==> config.mk <==
export PLATFORM = sky130hd
export DESIGN_NAME = aes_result_capture
export DESIGN_NICKNAME = d
export VERILOG_FILES = /design/src/rtl/aes_result_capture.sv
export SDC_FILE = /design/constraint.sdc
export NUM_CORES = 1
export LEC_CHECK = 0
export CORE_ASPECT_RATIO = 0.9
export CORE_MARGIN = 3
export CORE_UTILIZATION = 55
export DETAILED_ROUTE_END_ITERATION = 10
export DONT_BUFFER_PORTS = 1
export GPL_TIMING_DRIVEN = 0
export PLACE_DENSITY_LB_ADDON = 0.3
export SYNTH_ARGS = -nofsm -noshare
export SYNTH_HDL_FRONTEND = slang
export SYNTH_SLANG_ARGS = --single-unit
==> constraint.sdc <==
create_clock -name clk -period 1.6 [get_ports clk]
set_input_delay 0.4 -clock clk [delete_from_list [all_inputs] [get_ports clk]]
set_output_delay 0.4 -clock clk [all_outputs]
set_load 0.005 [all_outputs]
==> src/rtl/aes_result_capture.sv <==
// Captures cipher-core results into a valid/ready holding register and watches done timing.
// Optional DONE_CHECK_EN builds the latency shadow counter and the fault_alarm detector.
module aes_result_capture #(
   parameter int DATA_W  = 128,
   parameter int EXP_LAT = 12
) (
   input  logic              clk,
   input  logic              rst,
   input  logic              ld,
   input  logic              done,
   input  logic [DATA_W-1:0] text_in,
   input  logic              out_ready,
   output logic              out_valid,
   output logic [DATA_W-1:0] out_data,
   output logic              busy,
   output logic              overrun,
   output logic              fault_alarm
);

   typedef enum logic [1:0] {
      IDLE = 2'd0,
      RUN  = 2'd1,
      HOLD = 2'd2
   } state_t;

   state_t            r_state;
   state_t            w_state_nxt;
   logic              r_busy;
   logic              r_out_valid;
   logic [DATA_W-1:0] r_out_data;
   logic              r_overrun;

   logic              w_handshake;
   logic              w_done_eff;
   logic              w_done_ok;
   logic              w_capture;
   logic              w_drop;

   assign w_handshake = r_out_valid & out_ready;
   // A load in the same cycle wins: the coincident done belongs to the abandoned operation.
   assign w_done_eff  = done & ~ld;

`ifdef DONE_CHECK_EN
   logic [3:0] r_cnt;
   logic       r_fault;
   logic       w_done_bad;

   assign w_done_ok  = w_done_eff & (r_state == RUN) & (r_cnt == 4'd1);
   assign w_done_bad = w_done_eff & ~w_done_ok;

   always_ff @(posedge clk or negedge rst) begin
      if (!rst) begin
         r_cnt   <= 4'd0;
         r_fault <= 1'b0;
      end else begin
         if (ld) begin
            r_cnt <= 4'(EXP_LAT);
         end else if ((r_state == RUN) && (r_cnt != 4'd0)) begin
            r_cnt <= r_cnt - 4'd1;
         end
         if (w_done_bad) begin
            r_fault <= 1'b1;
         end
      end
   end

   assign fault_alarm = r_fault;
`else
   assign w_done_ok   = w_done_eff & (r_state != IDLE);
   assign fault_alarm = 1'b0;
`endif

   // A result is taken when the holding register is empty or being emptied this cycle.
   assign w_capture = w_done_ok & (~r_out_valid | out_ready);
   assign w_drop    = w_done_ok & r_out_valid & ~out_ready;

   always_comb begin
      // NOTE: default assignment first so no path through the case leaves w_state_nxt unassigned (no latch).
      w_state_nxt = r_state;
      if (ld) begin
         w_state_nxt = RUN;
      end else begin
         case (r_state)
            IDLE: w_state_nxt = IDLE;
            RUN: begin
               if (done) begin
                  w_state_nxt = w_capture ? HOLD : IDLE;
               end
            end
            HOLD: begin
               if (w_capture) begin
                  w_state_nxt = HOLD;
               end else if (w_handshake) begin
                  w_state_nxt = IDLE;
               end
            end
            default: w_state_nxt = IDLE;
         endcase
      end
   end

   // NOTE: sequential state uses non-blocking assignments so every register samples pre-edge values.
   always_ff @(posedge clk or negedge rst) begin
      if (!rst) begin
         r_state     <= IDLE;
         r_busy      <= 1'b0;
         r_out_valid <= 1'b0;
         // NOTE: the wide data register is reset too, so no stale result is visible after reset.
         r_out_data  <= '0;
         r_overrun   <= 1'b0;
      end else begin
         r_state <= w_state_nxt;
         r_busy  <= (w_state_nxt == RUN);
         if (w_capture) begin
            r_out_data  <= text_in;
            r_out_valid <= 1'b1;
         end else if (w_handshake) begin
            r_out_valid <= 1'b0;
         end
         if (w_drop) begin
            r_overrun <= 1'b1;
         end
      end
   end

   assign out_valid = r_out_valid;
   assign out_data  = r_out_data;
   assign busy      = r_busy;
   assign overrun   = r_overrun;

   a_lat_range: assert property (@(posedge clk) disable iff (!rst)
      (EXP_LAT >= 2) && (EXP_LAT <= 15));

endmodule

==> results of run 1 <==
[cell families (layout without fill, tap and decap cells)]
family                     after synthesis  count (layout)  synth area share
DFF                                    133             133            0.6163
muxes                                  128             128            0.3274
buffers and inverters                   19              61           0.02873
AOI/OAI and AO/OA                        8               8           0.01135
and+or+nand+nor                          8               8          0.008572
adders and majority gates                3               3          0.006952
other                                    1               1         0.0006944
[metrics by stage]
stage	std cells	total power [mW]	setup TNS (ns)	worst slack, ns
2_1_floorplan	300	5.938	0	0.01590
3_3_place_gp	422	6.265	-12.99	-0.1548
3_5_place_dp	422	6.353	-20.52	-0.2178
4_1_cts	457	10.23	-7.323	-0.09286
5_1_grt	464	10.61	-13.83	-0.1409
6_report	464	10.16	-7.314	-0.09847
[cell usage in the layout, fill, tap and decap left out, types with 2 or more instances in the layout]
master,synthesis,layout
buf_4,1,7
ha_1,3,2
bufinv_16,0,3
mux2_2,41,41
clkinvlp_4,0,4
mux2_4,87,87
nand2_1,3,2
clkbuf_8,0,3
o21a_1,2,2
clkbuf_16,0,21
buf_12,0,7
clkinv_4,0,2
dfrtp_1,133,133
buf_6,10,6
inv_1,4,2
nand2b_1,2,2
inv_2,0,2
[per-layer routing]
metal / routed length, µm / vias to the layer above / global-route usage
met5: 0 / - / 0
met2: 5937 / 157 / 0.3326
met1: 3879 / 1308 / 0.2120
li1: - / 1110 / -
met4: 116 / 0 / 0.07102
met3: 1162 / 8 / 0.1043
[cell type report]
| type | count | area [µm²] |
|---|---|---|
| Sequential cell | 133 | 3328 |
| Fill cell | 633 | 2895 |
| Multi-Input combinational cell | 148 | 1943 |
| Clock buffer | 20 | 445.4 |
| Buffer | 15 | 230.2 |
| Timing Repair Buffer | 11 | 170.2 |
| Tap cell | 122 | 152.6 |
| Clock inverter | 11 | 151.4 |
| Inverter | 4 | 15.01 |
[flip-flops by register name, summed over array words and instances (netlist names)]
register,flops
r_state,2
busy,1
overrun,1
out_data,128
out_valid,1
[path summary, 6_finish.rpt]
check | slack [ns] | cells past startpoint | endpoint
min in group clk | 0.04 | 1 | out_data[45]$_DFFE_PN0P_
max in group asynchronous | 1.85 | 0 | out_data[12]$_DFFE_PN0P_
worst max register to register | -0.1 | 7 | out_data[30]$_DFFE_PN0P_
worst max-delay path | -0.1 | 7 | out_data[30]$_DFFE_PN0P_
worst min register to register | 0.53 | 1 | out_data[125]$_DFFE_PN0P_
worst min-delay path | -0.40 | 0 | out_data[26]$_DFFE_PN0P_
[worst max-delay path: stages, from the launching register on]
cell,delay (ns)
dfrtp_1,0.37
inv_2,0.07
ha_4,0.16
nor3b_4,0.22
nand2_4,0.11
clkbuf_16,0.18
buf_8,0.15
mux2_4,0.30
[what timing repair did]
item | 4_1_cts | 5_1_grt
gates resized for setup | 12 | 16
setup buffers | 4 | 2
endpoints found under the setup margin | 131 | 131
endpoints found under the hold margin | 133 | 133
pin swaps | 2 | 2
gates cloned | 0 | 5
[power by group through the flow]
stage	Sequential [mW]	Combinational, mW	Clock (mW)
floorplan	4.75	1.19	0
global placement	5.01	1.25	0
detailed placement	5.03	1.32	0
CTS	4.99	1.34	3.89
global route	5.07	1.49	4.05
finish	4.97	1.39	3.80
==> impl_results.md, run 1 <==
* Die width at 110.5 µm
* Std cell rows at 33
* Unique masters post-synth at 21
* CTS H-tree depth at 4
* R2R Path Start: r_state[1]$_DFF_PN0_
* Final hold vios at 133
* First-pass GRT wire length at 16.64 mm
* Synth-to-layout area growth at 19.18%
* Critical path type: reg -> reg
* Worst hold slack at -0.3980 ns
* Worst endpoint required time at 1.97 ns
* Final Critical Period at 1.698 ns
* Antenna Cells at 0
* Commonest cells in the netlist: dfrtp_1 (133), mux2_4 (87), mux2_2 (41)
* Initial antenna violation count at 0
* Layout Nets at 466
* Drt wl/cell at 23.91 µm
* P_leak at 3.145 nW
* Proportion of netlist area held by the largest area contributor at 0.6163
* Number of synthesized register bits at 133
* Skew-Pair Late Insertion Delay at 0.49 ns
* Crit-path max FO at 10
* Clk slew on worst S/H paths at 0.06 ns
* Combinational group share of total power at 0.136
* Main area contributors after synthesis: dfrtp_1 (62%), mux2_4 (24%), mux2_2 (8.5%)
* # IOs at 265
* DRT antenna net count at 0
* Area leader, netlist: dfrtp_1
* Placeable core area at 0.009331 mm²
* Initial Utilization at 0.5787
* Die ar. at 0.01105 mm²
* MaxCap Viol Count at 0
* Chip Height at 100.0 µm
* Cell area after layout at 0.006436 mm²
* Total CTS buffers at 17
* GP Congestion at 0.7299
* Post-Syn Area per Cell at 18.00 µm²
* Startpoint class of the critical path: flip-flop
* Slew Viols, Final at 0
* FMAX at 588.8 MHz
* Outcome: complete, but fails checks
* Failing checks: negative hold slack, negative setup slack
* Grt total ovfl at 0
* Power Density at 1578 mW/mm²
* Clock share of power at 0.374
* Fin crit share at 1.062
* First-pass DRT Iterations at 4
* Seq/Total Area, Yosys at 0.6163
* Final setup viols at 127
* PortBufs at 0
* Share of cells above drive strength 1 at 0.5556
* Sw power at 2.442 mW
* DR iter-0 viols at 143
* Buffer depth of the longest clock path at 2
* Worst Path Arrival at 2.07 ns
* CTS tree: done
* Min-delay worst type: in -> async
* Final WS setup at -0.09847 ns
* Net count after synthesis at 436
* Internal power at 7.715 mW
* RSZ-0062 raised after global routing: true
* Sw Share at 0.2404
* Clock root buffer: clkbuf_8
* Top-count cell post-synth: dfrtp_1
* Via-to-Cell Ratio at 5.567
* Via count at 2,583
* Mapped cell area at 0.005400 mm²
* Setup Skew at 0.01545 ns
* Worst Setup End Kind: flip-flop
* Cells after synthesis at 300
* # DRC at 0
* Seq pwr share at 0.489
* Dpl cell area at 0.005559 mm²
* Layout Utilization at 0.6897
* Synth Flop Type: dfrtp_1
* Synthesis Warnings at 0
* Post-DP HPWL at 8.045 mm
* Post-synth EDFFs at 0
* Largest net degree at the start of global routing at 134
* CTS Sinks at 133
* Maximum VDD drop at 0.6850 mV
* Total Routed Length at 11.10 mm
* Vias in the first global route at 2,829
* Post-synth ARST share at 1.000
* Total track usage at 0.1965
* CP startpoint: r_state[1]$_DFF_PN0_
Power figures use the tool's default switching activity.
==> inputs of run 2 (changes only) <==
--- a/config.mk
+++ b/config.mk
@@ -11,7 +11,7 @@
 export DETAILED_ROUTE_END_ITERATION = 10
 export DONT_BUFFER_PORTS = 1
 export GPL_TIMING_DRIVEN = 0
-export PLACE_DENSITY_LB_ADDON = 0.3
+export PLACE_DENSITY = 0.7
 export SYNTH_ARGS = -nofsm -noshare
 export SYNTH_HDL_FRONTEND = slang
 export SYNTH_SLANG_ARGS = --single-unit
==> constraint.sdc (replaced) <==
create_clock -name clk -period 1.8 [get_ports clk]
set_input_delay 0.45 -clock clk [delete_from_list [all_inputs] [get_ports clk]]
set_output_delay 0.45 -clock clk [all_outputs]
set_load 0.005 [all_outputs]
==> run 2 against run 1 <==
  * Power is 7.9% lower
  * Clock power hardly changed
  * Die area unchanged
  * The flow finishes with violations (negative hold slack)
  * First-iteration DRC count up 12%
  * Global-route usage up 0.63 points
  * Combinational power decreased by 15%
  * Flip-flop and latch count is the same
  * Clock-buffer cell count decreased by 2
  * Non-clock buffer count grew 2
  * Utilization decreased by 1.2 points
  * Worst hold slack better by 0.046 ns
==> impl_results.md, run 2 (synthesized netlist as in run 1, its figures left out) <==
* Outcome: complete, but fails checks
* Failing checks: negative hold slack
* Startpoint class of the critical path: flip-flop
* Clk slew on worst S/H paths at 0.06 ns
* Top Family by Delay on Critical Path: buffers and inverters
* Via count at 2,616
* Total track usage at 0.2028
* Share of cells above drive strength 1 at 0.5594
* Placed Cells incl. Taps at 422
* Worst reg-to-reg path cell count at 12
* GP Congestion at 0.7465
* Setup Skew at 0.007479 ns
* Final hold vios at 133
* WP depth at 12
* CP peak stage delay at 0.41 ns
* Buffer depth of the longest clock path at 2
* FMAX at 569.3 MHz
* Final instance count without filler cells at 467
* Grt total ovfl at 0
* Critical path type: reg -> reg
* Worst-path cell chain: inv_2, ha_4, nor3b_2, buf_4, buf_4, buf_4, buf_4, buf_4, buf_4, buf_4, inv_1, o21bai_1
* Power Density at 1481 mW/mm²
* Clock root buffer: clkbuf_8
* Most frequent cells in the layout: dfrtp_1 (133), mux2_4 (87), mux2_2 (41)
* Final Critical Period at 1.757 ns
* DRT antenna net count at 0
* CTS H-tree depth at 4
* Synth-to-layout area growth at 17.03%
* First-pass DRT Iterations at 4
* DR iter-0 viols at 160
* Die ar. at 0.01105 mm²
* Skew-Pair Late Insertion Delay at 0.49 ns
* Final WS setup at 0.04347 ns
* Initial Utilization at 0.5787
* Final setup viols at 0
* Crit-path max FO at 3
* Dpl cell area at 0.005553 mm²
* First-pass GRT wire length at 17.04 mm
* P_leak at 3.102 nW
* Die width at 110.5 µm
* Placement Setup Slack at -0.03520 ns
* Via-to-Cell Ratio at 5.602
* Final Power at 9.357 mW
* Maximum VDD drop at 0.8673 mV
* MaxCap Viol Count at 0
* Worst Setup End Kind: flip-flop
* Total Routed Length at 11.18 mm
* Initial antenna violation count at 0
* Total CTS buffers at 17
* Commonest non-fill, non-tap cell in the layout: dfrtp_1
* Slew Viols, Final at 0
* CTS tree: done
* CTS Sinks at 133
* WP buf/inv at 9
* Layout Nets at 468
* Max reg flops at 128
* Largest net degree at the start of global routing at 134
* Placeable core area at 0.009331 mm²
* Std cell rows at 33
* Worst endpoint required time at 2.18 ns
* Fin crit share at 0.9758
* Worst hold slack at -0.3521 ns
* # IOs at 265
* Vias in the first global route at 2,834
* # DRC at 0
* Post-DP HPWL at 7.900 mm
* Worst Path Arrival at 2.13 ns
* PortBufs at 0
* Cell area after layout at 0.006320 mm²
* Slowest stage cell on the critical path: dfrtp_1
* Reg2reg setup slack at 0.04 ns
* Antenna Cells at 0
* Drt wl/cell at 23.93 µm
* Most used cell, CP: buf_4
* Min-delay worst type: in -> async
* Chip Height at 100.0 µm
-- run 2: changes by cell type in the layout (fill, tap and decap cells not counted), sizes merged --
cell and change:
clkinvlp -4, inv +6, clkinv -1, clkbuf -7
bufinv +2, buf +7
-- run 2: routing by layer --
metal	GRT usage	vias up	routed length [µm]
met5	0	-	0
met4	0.07765	0	225
met3	0.1049	16	1072
met2	0.3330	170	5827
met1	0.2277	1321	4051
li1	-	1109	-
-- run 2: layout make-up --
| type | count | area (µm²) |
|---|---|---|
| buffer | 15 | 140.1 |
| inverter | 4 | 15.01 |
| multi-input combinational | 148 | 1932 |
| clock inverter | 14 | 236.5 |
| tap | 122 | 152.6 |
| fill | 652 | 3012 |
| clock buffer | 18 | 417.9 |
| sequential | 133 | 3328 |
| timing repair buffer | 13 | 97.59 |
-- run 2: where the power goes --
group          internal [mW]  switching (mW)  leakage, nW
clock network           2.44            1.33        0.321
logic                  0.896           0.283         1.20
registers               3.74           0.661         1.58
total                   7.08            2.28         3.10
-- run 2: final timing paths --
check	startpoint	to
setup / recovery	r_state[0]$_DFF_PN0_	overrun$_DFFE_PN0P_
hold / removal	rst	out_data[25]$_DFFE_PN0P_
setup reg to reg	r_state[0]$_DFF_PN0_	overrun$_DFFE_PN0P_
hold reg to reg	overrun$_DFFE_PN0P_	overrun$_DFFE_PN0P_
max in group asynchronous	rst	out_data[122]$_DFFE_PN0P_
min in group clk	ld	r_state[0]$_DFF_PN0_
-- run 2: per-stage QoR --
step            TNS, ns  utilization
2_1_floorplan         0            -
3_3_place_gp          0       0.5951
3_5_place_dp     -1.590       0.5951
4_1_cts               0       0.6735
5_1_grt        -0.01353       0.6773
6_report              0       0.6773
-- run 2: repair_timing --
item | CTS | global route
resized for setup | 1 | 4
pin swaps | 2 | 1
endpoints found under the setup margin | 87 | 122
endpoints found under the hold margin | 133 | 133
setup buffers | 10 | 3
